==> src/rtl/stream_reorder_pipe.sv <==
// stream_reorder_pipe
//   Collects NUM_BEATS input words into one wide group (first beat lands in
//   the MSBs, like {beat0, beat1, ...}), applies a run-time selected streaming
//   reorder ({>>N} identity or {<<N} slice reversal, N = 1/8/16/32), and hands
//   the result to a wide-word consumer over valid/ready.
//
// Parameters
//   DATA_W     beat width, multiple of 32
//   NUM_BEATS  beats per group, >= 1 (OUT_W = DATA_W*NUM_BEATS)
//
// Ports
//   clk, rst            clock, synchronous active-high reset
//   in_valid/in_ready   beat handshake; in_data beat, in_last group terminator
//   mode_dir            0 = {>>} identity, 1 = {<<} slice reversal
//   mode_slice          00 = 1b, 01 = 8b, 10 = 16b, 11 = 32b slices
//   out_valid/out_ready group handshake; out_data reordered group
//
// Optional feature macro: STREAM_REORDER_FLUSH_EN
//   When defined, a beat accepted with in_last = 1 closes the group early; the
//   unfilled low-order beats read as zero. When undefined, in_last is ignored.
module stream_reorder_pipe #(
  parameter int DATA_W    = 32,
  parameter int NUM_BEATS = 2
) (
  input  logic                          clk,
  input  logic                          rst,
  input  logic                          in_valid,
  output logic                          in_ready,
  input  logic [DATA_W-1:0]             in_data,
  input  logic                          in_last,
  input  logic                          mode_dir,
  input  logic [1:0]                    mode_slice,
  output logic                          out_valid,
  input  logic                          out_ready,
  output logic [DATA_W*NUM_BEATS-1:0]   out_data
);

  localparam int OUT_W = DATA_W * NUM_BEATS;
  localparam int CNT_W = (NUM_BEATS > 1) ? $clog2(NUM_BEATS) : 1;

  typedef enum logic {COLLECT, EMIT} state_t;

  state_t             state_q, state_d;
  logic [CNT_W-1:0]   beat_cnt;
  logic [OUT_W-1:0]   buffer;
  logic               mode_dir_q;
  logic [1:0]         mode_slice_q;

  logic               accept;
  logic               last_beat;
  logic               group_done;
  logic               dir_eff;
  logic [1:0]         slice_eff;
  logic [OUT_W-1:0]   buffer_next;
  logic [OUT_W-1:0]   group_data;

  // {<<N}: slice k moves to slice OUT_W/N-1-k. {>>N} is identity for any N.
  function automatic logic [OUT_W-1:0] stream_fn(input logic [OUT_W-1:0] v,
                                                 input logic dir,
                                                 input logic [1:0] sl);
    logic [OUT_W-1:0] r;
    r = v;
    if (dir) begin
      case (sl)
        2'b00: for (int i = 0; i < OUT_W; i++)
                 r[OUT_W-1-i] = v[i];
        2'b01: for (int k = 0; k < OUT_W/8; k++)
                 r[(OUT_W/8-1-k)*8 +: 8] = v[k*8 +: 8];
        2'b10: for (int k = 0; k < OUT_W/16; k++)
                 r[(OUT_W/16-1-k)*16 +: 16] = v[k*16 +: 16];
        default: for (int k = 0; k < OUT_W/32; k++)
                 r[(OUT_W/32-1-k)*32 +: 32] = v[k*32 +: 32];
      endcase
    end
    return r;
  endfunction

  // Datapath: mode is taken live on beat 0 and from the held copy afterwards,
  // so the whole group is reordered with the beat-0 mode.
  always_comb begin
    last_beat   = (beat_cnt == CNT_W'(NUM_BEATS - 1));
    dir_eff     = (beat_cnt == '0) ? mode_dir   : mode_dir_q;
    slice_eff   = (beat_cnt == '0) ? mode_slice : mode_slice_q;
    // Shift by DATA_W also covers NUM_BEATS = 1 (old content fully shifted out).
    buffer_next = (buffer << DATA_W) | OUT_W'(in_data);
`ifdef STREAM_REORDER_FLUSH_EN
    // Early close: push the received beats up to the MSBs, zeros below.
    group_data  = last_beat ? buffer_next
                            : buffer_next << (DATA_W * (NUM_BEATS - 1 - int'(beat_cnt)));
`else
    group_data  = buffer_next;
`endif
  end

`ifndef STREAM_REORDER_FLUSH_EN
  logic unused_in_last;
  assign unused_in_last = in_last;
`endif

  // Next-state and handshake outputs.
  always_comb begin
    state_d    = state_q;
    in_ready   = 1'b0;
    out_valid  = 1'b0;
    accept     = 1'b0;
    group_done = 1'b0;
    case (state_q)
      COLLECT: begin
        in_ready = 1'b1;
        accept   = in_valid;
`ifdef STREAM_REORDER_FLUSH_EN
        group_done = accept && (last_beat || in_last);
`else
        group_done = accept && last_beat;
`endif
        if (group_done) state_d = EMIT;
      end
      EMIT: begin
        out_valid = 1'b1;
        if (out_ready) state_d = COLLECT;
      end
      default: state_d = COLLECT;
    endcase
  end

  always_ff @(posedge clk) begin
    if (rst) begin
      state_q      <= COLLECT;
      beat_cnt     <= '0;
      buffer       <= '0;
      out_data     <= '0;
      mode_dir_q   <= 1'b0;
      mode_slice_q <= 2'b00;
    end else begin
      state_q <= state_d;
      if (accept) begin
        buffer <= buffer_next;
        if (beat_cnt == '0) begin
          mode_dir_q   <= mode_dir;
          mode_slice_q <= mode_slice;
        end
        if (group_done) begin
          beat_cnt <= '0;
          out_data <= stream_fn(group_data, dir_eff, slice_eff);
        end else begin
          beat_cnt <= beat_cnt + 1'b1;
        end
      end
    end
  end

endmodule

==> config.mk <==
export PLATFORM = sky130hd
export DESIGN_NAME = stream_reorder_pipe
export DESIGN_NICKNAME = d
export VERILOG_FILES = /design/src/rtl/stream_reorder_pipe.sv
export SDC_FILE = /design/constraint.sdc
export NUM_CORES = 1
export LEC_CHECK = 0
export CAP_MARGIN = 20
export CORE_MARGIN = 2
export CORE_UTILIZATION = 58
export CTS_CLUSTER_DIAMETER = 200
export CTS_CLUSTER_SIZE = 28
export DETAILED_ROUTE_END_ITERATION = 6
export GPL_TIMING_DRIVEN = 0
export PLACE_DENSITY_LB_ADDON = 0.12
export SLEW_MARGIN = 20
export SYNTH_ARGS = -nofsm -noshare
export SYNTH_HDL_FRONTEND = slang
export SYNTH_SLANG_ARGS = --single-unit
==> constraint.sdc <==
create_clock -name clk -period 3.8 [get_ports clk]
set_input_delay 0.95 -clock clk [delete_from_list [all_inputs] [get_ports clk]]
set_output_delay 0.95 -clock clk [all_outputs]
set_load 0.02 [all_outputs]
## After elaboration in Yosys (flattened, before gate mapping)

Cells that the tools add are included.

| word-level totals | value |
|---|---|
| logic and storage cells | 26 |
| flip-flop bits (word level) | 101 |
| bits of input ports | 40 |
| output and inout port bits | 66 |

| operators by class | value |
|---|---|
| reduce and logical (&&, ||, !) cells | 3 |
| equality and inequality tests | 2 |
| mux-type cells | 12 |
| bitwise operators | 2 |
| $add $sub $neg | 1 |

Operators by type and width:

| operator | count |
|---|---|
| $pmux 64 s3 | 1 |
| $mux 64 | 1 |
| $or 64x32->64 | 1 |
| $mux 1 | 8 |
| $eq 2x1->1 const B | 1 |
| $eq 2x2->1 const B | 1 |
| $logic_not 2->1 | 1 |
| $mux 2 | 1 |
| $pmux 1 s2 | 1 |
| $reduce_and 2->1 | 1 |
| $add 1x1->1 const B | 1 |
| $logic_and 1x1->1 | 1 |
| $not 1->1 | 1 |

## Depth between registers and ports, before layout

Gate-level depths: netlist (run 1).

| logic depth | value |
|---|---|
| depth in word-level cells | 4 |
| gate-level depth with buffers | 8 |
| mapped depth without buffers | 4 |

## Worst setup path before layout (run 1)

OpenSTA, ideal clock, no wires.

| timing | value |
|---|---|
| path kind | input to register |
| start | input port in_valid |
| end | register out_data[51] |
| arrival | 2090 ps |
| stages on the path | 7 |
| library setup time | 86 ps |
| path buffers | 3 |
| slack | 1624 ps |
| data required time | 3714 ps |
| cells stage by stage | nor2b_1 -> buf_2 -> nand2_1 -> clkbuf_1 -> clkbuf_1 -> a21oi_1 -> a211oi_1 |

| on the way | value |
|---|---|
| longest elaborated chain between the ends | 3 |
| elaborated cells between the ends (all ways) | 4 |
| classes of those cells | mux (2); reduce/logical (2) |

Ends and longest elaborated chain:

| item | line | RTL |
|---|---|---|
| start: declaration | 27 | `input logic in_valid,` |
| $logic_and 1x1->1 | 114 | `group_done = accept && last_beat;` |
| $mux 1 | 107 | `case (state_q)` |
| $reduce_and 2->1 (no source line) (*) | -- |  |
| end signal: assignment | 144 | `out_data <= stream_fn(group_data, dir_eff, slice_eff);` |
| end: declaration | 35 | `output logic [DATA_W*NUM_BEATS-1:0] out_data` |

Every way passes the cells marked *; elsewhere a longest branch is shown, timed or not.
A chain may end at the register's enable or synchronous reset.

## Worst setup path after layout (run 1)

| timing | value |
|---|---|
| start | input port in_valid |
| end | register out_data[10] |

The elaborated chain is that of the path after synthesis.

==> results.toml, run 1 <==
[run]
drv_cap = 0

[clocking]
numClockSinks = 101
path_clk_slew_ns = 0.10
cts_tree = "done"
postCtsSetupBuffers = 0
holdBufCountCts = 0
clockBufferDepth = 2
insertion_delay_ns = 0.41
cts_buffers = 9
ctsResizeCount = 0
cts-htree-levels = 3
cts-root-buf = "clkbuf_8"

[worst_setup_path]
endpoint_kind = "register"
cp.required_ns = 4.12
worstPathMaxFanout = 10
critPathLaunchType = "input port"
critPathKind = "input port to register"
r2r-end = "out_data[10]$_SDFFE_PP0P_"
r2r_slack_ns = 1.47
critical_path_arrival_ns = 3.30
reg2regPathDepth = 7
r2r-start = "state_q$_SDFF_PP0_"

[floorplan]
chipWidth_um = 106.2
pin_count = 106
dieArea_sq_um = 11280
die_h_um = 106.2
start_util_pct = 59.23
row_count = 37
coreArea_sq_um = 10230

[finish]
final_util_pct = 72.70
final_net_count = 907
final_common_cell = "nor2_1"
n_antenna_cell = 0
drive_gt1_share_pct = 7.569
fin_area_sq_um = 7438
layout_common_cells = "nor2_1, clkdlybuf4s50_1, dfxtp_1"
syn_to_final_growth_pct = 22.75

[worst_hold_path]
min_path_cells = 2
min-delay-start = "out_data[1]$_SDFFE_PP0P_"
hold_end = "out_data[1]$_SDFFE_PP0P_"
min_path_type = "register to register"

[global_route]
track_usage_pct = 44.19
grt_pass1_wl_um = 36890
antenna_found_initial = 0
grt_pass1_vias = 6253
overflow = 0
grt_max_degree = 17

[pwr]
power_density_nw_per_um2 = 384.5
peakVddDrop_v = 0.0003847
leakagePower_uw = 0.002714
power.total_uw = 2860

[sta]
tightestPinTransition_ns = 0.9473
fmax_mhz = 335.1
fin_crit_ns = 2.984
finalSetupTns_ns = 0
min_period_over_period_pct = 78.53
finalHoldViolCount = 0
finalSetupViolCount = 0
rsz0062_at_grt = "false"
slew_violations = 0
fin_hold_ws_ns = 0.4979
finClkSkew_ns = 0.01548
slew_headroom_pct = 36.85

[yosys]
synth_cell_types = 25
syn-cell-area_sq_um = 6060
synthTopCellsByArea = "dfxtp_1, mux2i_1, a21oi_1"
synthesis.nets = 793
synth-edff-count = 0
synth_top_area_share_pct = 33.37
synthCells = 753
seq_area_frac_synth_pct = 33.37
yosys.area.top_type = "dfxtp_1"
avgSynthCellArea_sq_um = 8.047
synth_ff_type = "dfxtp_1"
ys_warn_count = 0
synthArstFlopShare_pct = 0
yosys_register_bits = 101

[detailed_routing]
drt_iter0_drc = 778
totalWireLength_um = 24910
vias = 6784
wl_per_cell_um = 24.71
drcViolationCount = 0
firstDrtPassIters = 6
vias_per_cell = 6.730
ant_nets = 0

[placement]
dpl_cell_area_sq_um = 7261
io_buffers = 103
detailed_place_hpwl_um = 17670
place.gp.congestion = 1.041

[run_status]
status = "complete, no violations"
report_power, final:
group / leakage [uW] / internal (uW) / total, uW / switching (uW)
sequential: 0.000828 / 1140 / 1230 / 88.7
combinational: 0.00180 / 381 / 975 / 594
clock: 0.0000832 / 260 / 656 / 396
total: 0.00271 / 1780 / 2860 / 1080
critical path, stage by stage:
cell	delay [ns]
clkdlybuf4s50_1	0.42
nor2b_1	0.13
buf_2	0.19
nand2_1	0.10
clkbuf_1	0.71
clkbuf_1	0.40
a21oi_1	0.17
a211oi_1	0.24
worst max-delay path by stage:
| stage | start | end | slack, ns | cells after the start |
|---|---|---|---|---|
| finish | in_valid | out_data[10]$_SDFFE_PP0P_ | 0.82 | 8 |
| global route | in_valid | out_data[47]$_SDFFE_PP0P_ | 0.73 | 8 |
| CTS | in_valid | out_data[10]$_SDFFE_PP0P_ | 0.96 | 8 |
| detailed placement | in_valid | out_data[54]$_SDFFE_PP0P_ | 0.56 | 8 |
| global placement | in_valid | out_data[10]$_SDFFE_PP0P_ | 0.58 | 8 |
| floorplan | in_valid | out_data[51]$_SDFFE_PP0P_ | 1.62 | 7 |
area by class of cell:
class,instances,area [sq um]
Multi-Input combinational cell,568,3630
Fill cell,760,2793
Sequential cell,101,2022
Timing Repair Buffer,103,1031
Buffer,83,404.1
Tap cell,136,170.2
Clock buffer,12,145.1
Clock inverter,4,32.53
Inverter,1,3.754
per-stage QoR:
stage                     setup WS, ns  std cells
after floorplan                  1.624        753
after global placement          0.5840        992
after CTS                       0.9587       1008
final                           0.8159       1008
after global routing            0.7270       1008
after detailed placement        0.5573        992
cell families after synthesis:
family          share of synthesized area (%)
simple gates                            13.22
mux                                     10.78
compound gates                          35.76
xor+xnor                               0.1446
buf+inv                                 6.731
flops                                   33.37
cell usage after synthesis, types with 2 or more instances:
cell type  count
buf_2         20
o221ai_1      51
dfxtp_1      101
o21ai_0        2
buf_6          8
a211oi_1      59
nand2_1       67
buf_1          2
clkbuf_1      51
nand2b_1       3
buf_4          2
a211oi_2       6
mux2_2         2
a21oi_1       99
nor2_1       132
mux2i_1       63
o221ai_2      13
and2_1         2
o21a_1        64
sequential cells by signal, summed over array words and instances, names as in the netlist:
register      flops
beat_cnt          1
buffer           32
mode_dir_q        1
mode_slice_q      2
out_data         64
state_q           1
layer usage:
layer  GRT usage, %  share of wire [%]
met1          56.46                 37
met2          62.68                 41
met3          14.65                 15
met4          30.08                7.2
met5              0                  0
No activity file was read; power rests on OpenSTA's default activity.
==> run 2, diff against run 1 <==
--- a/config.mk
+++ b/config.mk
@@ -7,7 +7,7 @@
 export LEC_CHECK = 0
 export CAP_MARGIN = 20
 export CORE_MARGIN = 2
-export CORE_UTILIZATION = 58
+export CORE_UTILIZATION = 54
 export CTS_CLUSTER_DIAMETER = 200
 export CTS_CLUSTER_SIZE = 28
 export DETAILED_ROUTE_END_ITERATION = 6
==> constraint.sdc (replaced) <==
create_clock -name clk -period 2.9 [get_ports clk]
set_input_delay 0.725 -clock clk [delete_from_list [all_inputs] [get_ports clk]]
set_output_delay 0.725 -clock clk [all_outputs]
set_load 0.02 [all_outputs]
==> run 2 against run 1 <==
Net effect: die area is 7.1% higher; non-clock buffer count decreased by 1; total power increased by 37%; combinational power grew 32%; clock-buffer cell count decreased by 1; first-iteration DRC count is 20% higher; design area up 0.56%; sequential power up 32%; register-to-register slack got worse by 0.88 ns; clock skew shrank 0.0014 ns; utilization fell by 4.0 points; largest cell class unchanged.
==> results.toml, run 2 (synthesis results as in run 1) <==
[run_status]
status = "complete, no violations"

[worst_setup_path]
path_cells = "clkdlybuf4s50_1 > and2b_1 > clkbuf_1 > nor2_1 > buf_2 > buf_2 > a21oi_1 > a211oi_1"
critPathMaxStageDelay_ns = 0.51
critPathKind = "input port to register"
cpMaxStageDelayCell = "clkbuf_1"
cpMostUsedCell = "buf_2"
crit_start = "mode_dir"
critPathLaunchType = "input port"
critical_path_arrival_ns = 2.95
r2r-start = "beat_cnt$_SDFFE_PP0P_"
worstPathMaxFanout = 10
cp.required_ns = 3.17
endpoint_kind = "register"

[run]
drv_cap = 0

[floorplan]
dieArea_sq_um = 12080
coreArea_sq_um = 10890
pin_count = 106
row_count = 38
chipWidth_um = 109.9
die_h_um = 109.9
start_util_pct = 55.65

[finish]
reg_top3 = "out_data x64, buffer x32, mode_slice_q x2"
final_common_cell = "nor2_1"
layout_common_cells = "nor2_1, clkdlybuf4s50_1, dfxtp_1"
drive_gt1_share_pct = 7.807
largest_reg_flops = 64
final_net_count = 906
top_register = "out_data"
n_antenna_cell = 0
syn_to_final_growth_pct = 23.44

[pwr]
power.total_uw = 3921
power_density_nw_per_um2 = 524.3
leakagePower_uw = 0.002737
peakVddDrop_v = 0.0004921

[detailed_routing]
firstDrtPassIters = 7
ant_nets = 0
vias_per_cell = 6.884
totalWireLength_um = 26250
drt_iter0_drc = 936
vias = 6960
drcViolationCount = 0
wl_per_cell_um = 25.96

[clocking]
path_clk_slew_ns = 0.11
cts_tree = "done"
postCtsSetupBuffers = 0
cts-htree-levels = 3
numClockSinks = 101
insertion_delay_ns = 0.40
cts_buffers = 9
clockBufferDepth = 2
cts-root-buf = "clkbuf_8"

[sta]
slew_violations = 0
finalSetupViolCount = 0
finClkSkew_ns = 0.01403
min_period_over_period_pct = 92.23
finalSetupTns_ns = 0
finalHoldViolCount = 0
slew_headroom_pct = 46.96
fin_crit_ns = 2.675
tightestPinTransition_ns = 0.7937
fmax_mhz = 373.9
rsz0062_at_grt = "false"

[global_route]
grt_pass1_vias = 6511
overflow = 0
track_usage_pct = 44.00
grt_pass1_wl_um = 38070
antenna_found_initial = 0
grt_max_degree = 18

[worst_hold_path]
min-delay-start = "out_data[45]$_SDFFE_PP0P_"
min_path_type = "register to register"

[placement]
io_buffers = 103
place.gp.congestion = 1.025
detailed_place_hpwl_um = 18550
run 2: power breakdown:
part	internal, uW	total (uW)	switching [uW]
logic	499	1290	786
clock network	457	1020	563
registers	1490	1620	121
run 2: critical path: cells and delay by family:
kind	cells	cell delay (ns)
buf+inv	4	1.47
compound gates	2	0.49
simple gates	2	0.25
run 2: cell type report:
| class | instances | area [sq um] |
|---|---|---|
| flip-flops and latches | 101 | 2022 |
| clock inverters | 5 | 66.31 |
| repair buffers | 103 | 1031 |
| inverters | 1 | 3.754 |
| clock buffers | 11 | 151.4 |
| multi-input cells | 568 | 3630 |
| well taps | 140 | 175.2 |
| fillers | 911 | 3408 |
| plain buffers | 82 | 400.4 |
run 2: final timing paths:
check / end / slack, ns / depth (start not counted)
worst max-delay path: out_data[10]$_SDFFE_PP0P_ / 0.23 / 8
worst min-delay path: out_data[45]$_SDFFE_PP0P_ / 0.50 / 2
worst max register to register: out_data[10]$_SDFFE_PP0P_ / 0.59 / 7
worst min register to register: out_data[45]$_SDFFE_PP0P_ / 0.50 / 2
run 2: per-stage QoR:
| stage | util, % | hold slack, ns | setup WS, ns | instance area [sq um] | instances |
|---|---|---|---|---|---|
| floorplan | - | 0.4749 | 0.9494 | 6060 | 753 |
| global placement | 66.73 | 0.4781 | -0.1217 | 7266 | 996 |
| detailed placement | 66.73 | 0.4833 | -0.2066 | 7266 | 996 |
| CTS | 68.73 | 0.5012 | 0.1999 | 7483 | 1012 |
| global route | 68.70 | 0.5206 | 0.1308 | 7480 | 1011 |
| finish | 68.70 | 0.5024 | 0.2252 | 7480 | 1011 |
run 2: timing repair:
action / 4_1_cts / 5_1_grt
resized for setup: 0 / 0
setup endpoints to repair: 0 / 3
hold buffers: 0 / 0
hold endpoints to repair: 0 / 0
run 2: routing by layer:
layer	GRT usage, %	wire (um)	share of wire [%]
met1	54.70	9687	37
met2	64.33	10990	42
met3	15.06	3680	14
met4	28.57	1892	7.2
met5	0	0	0
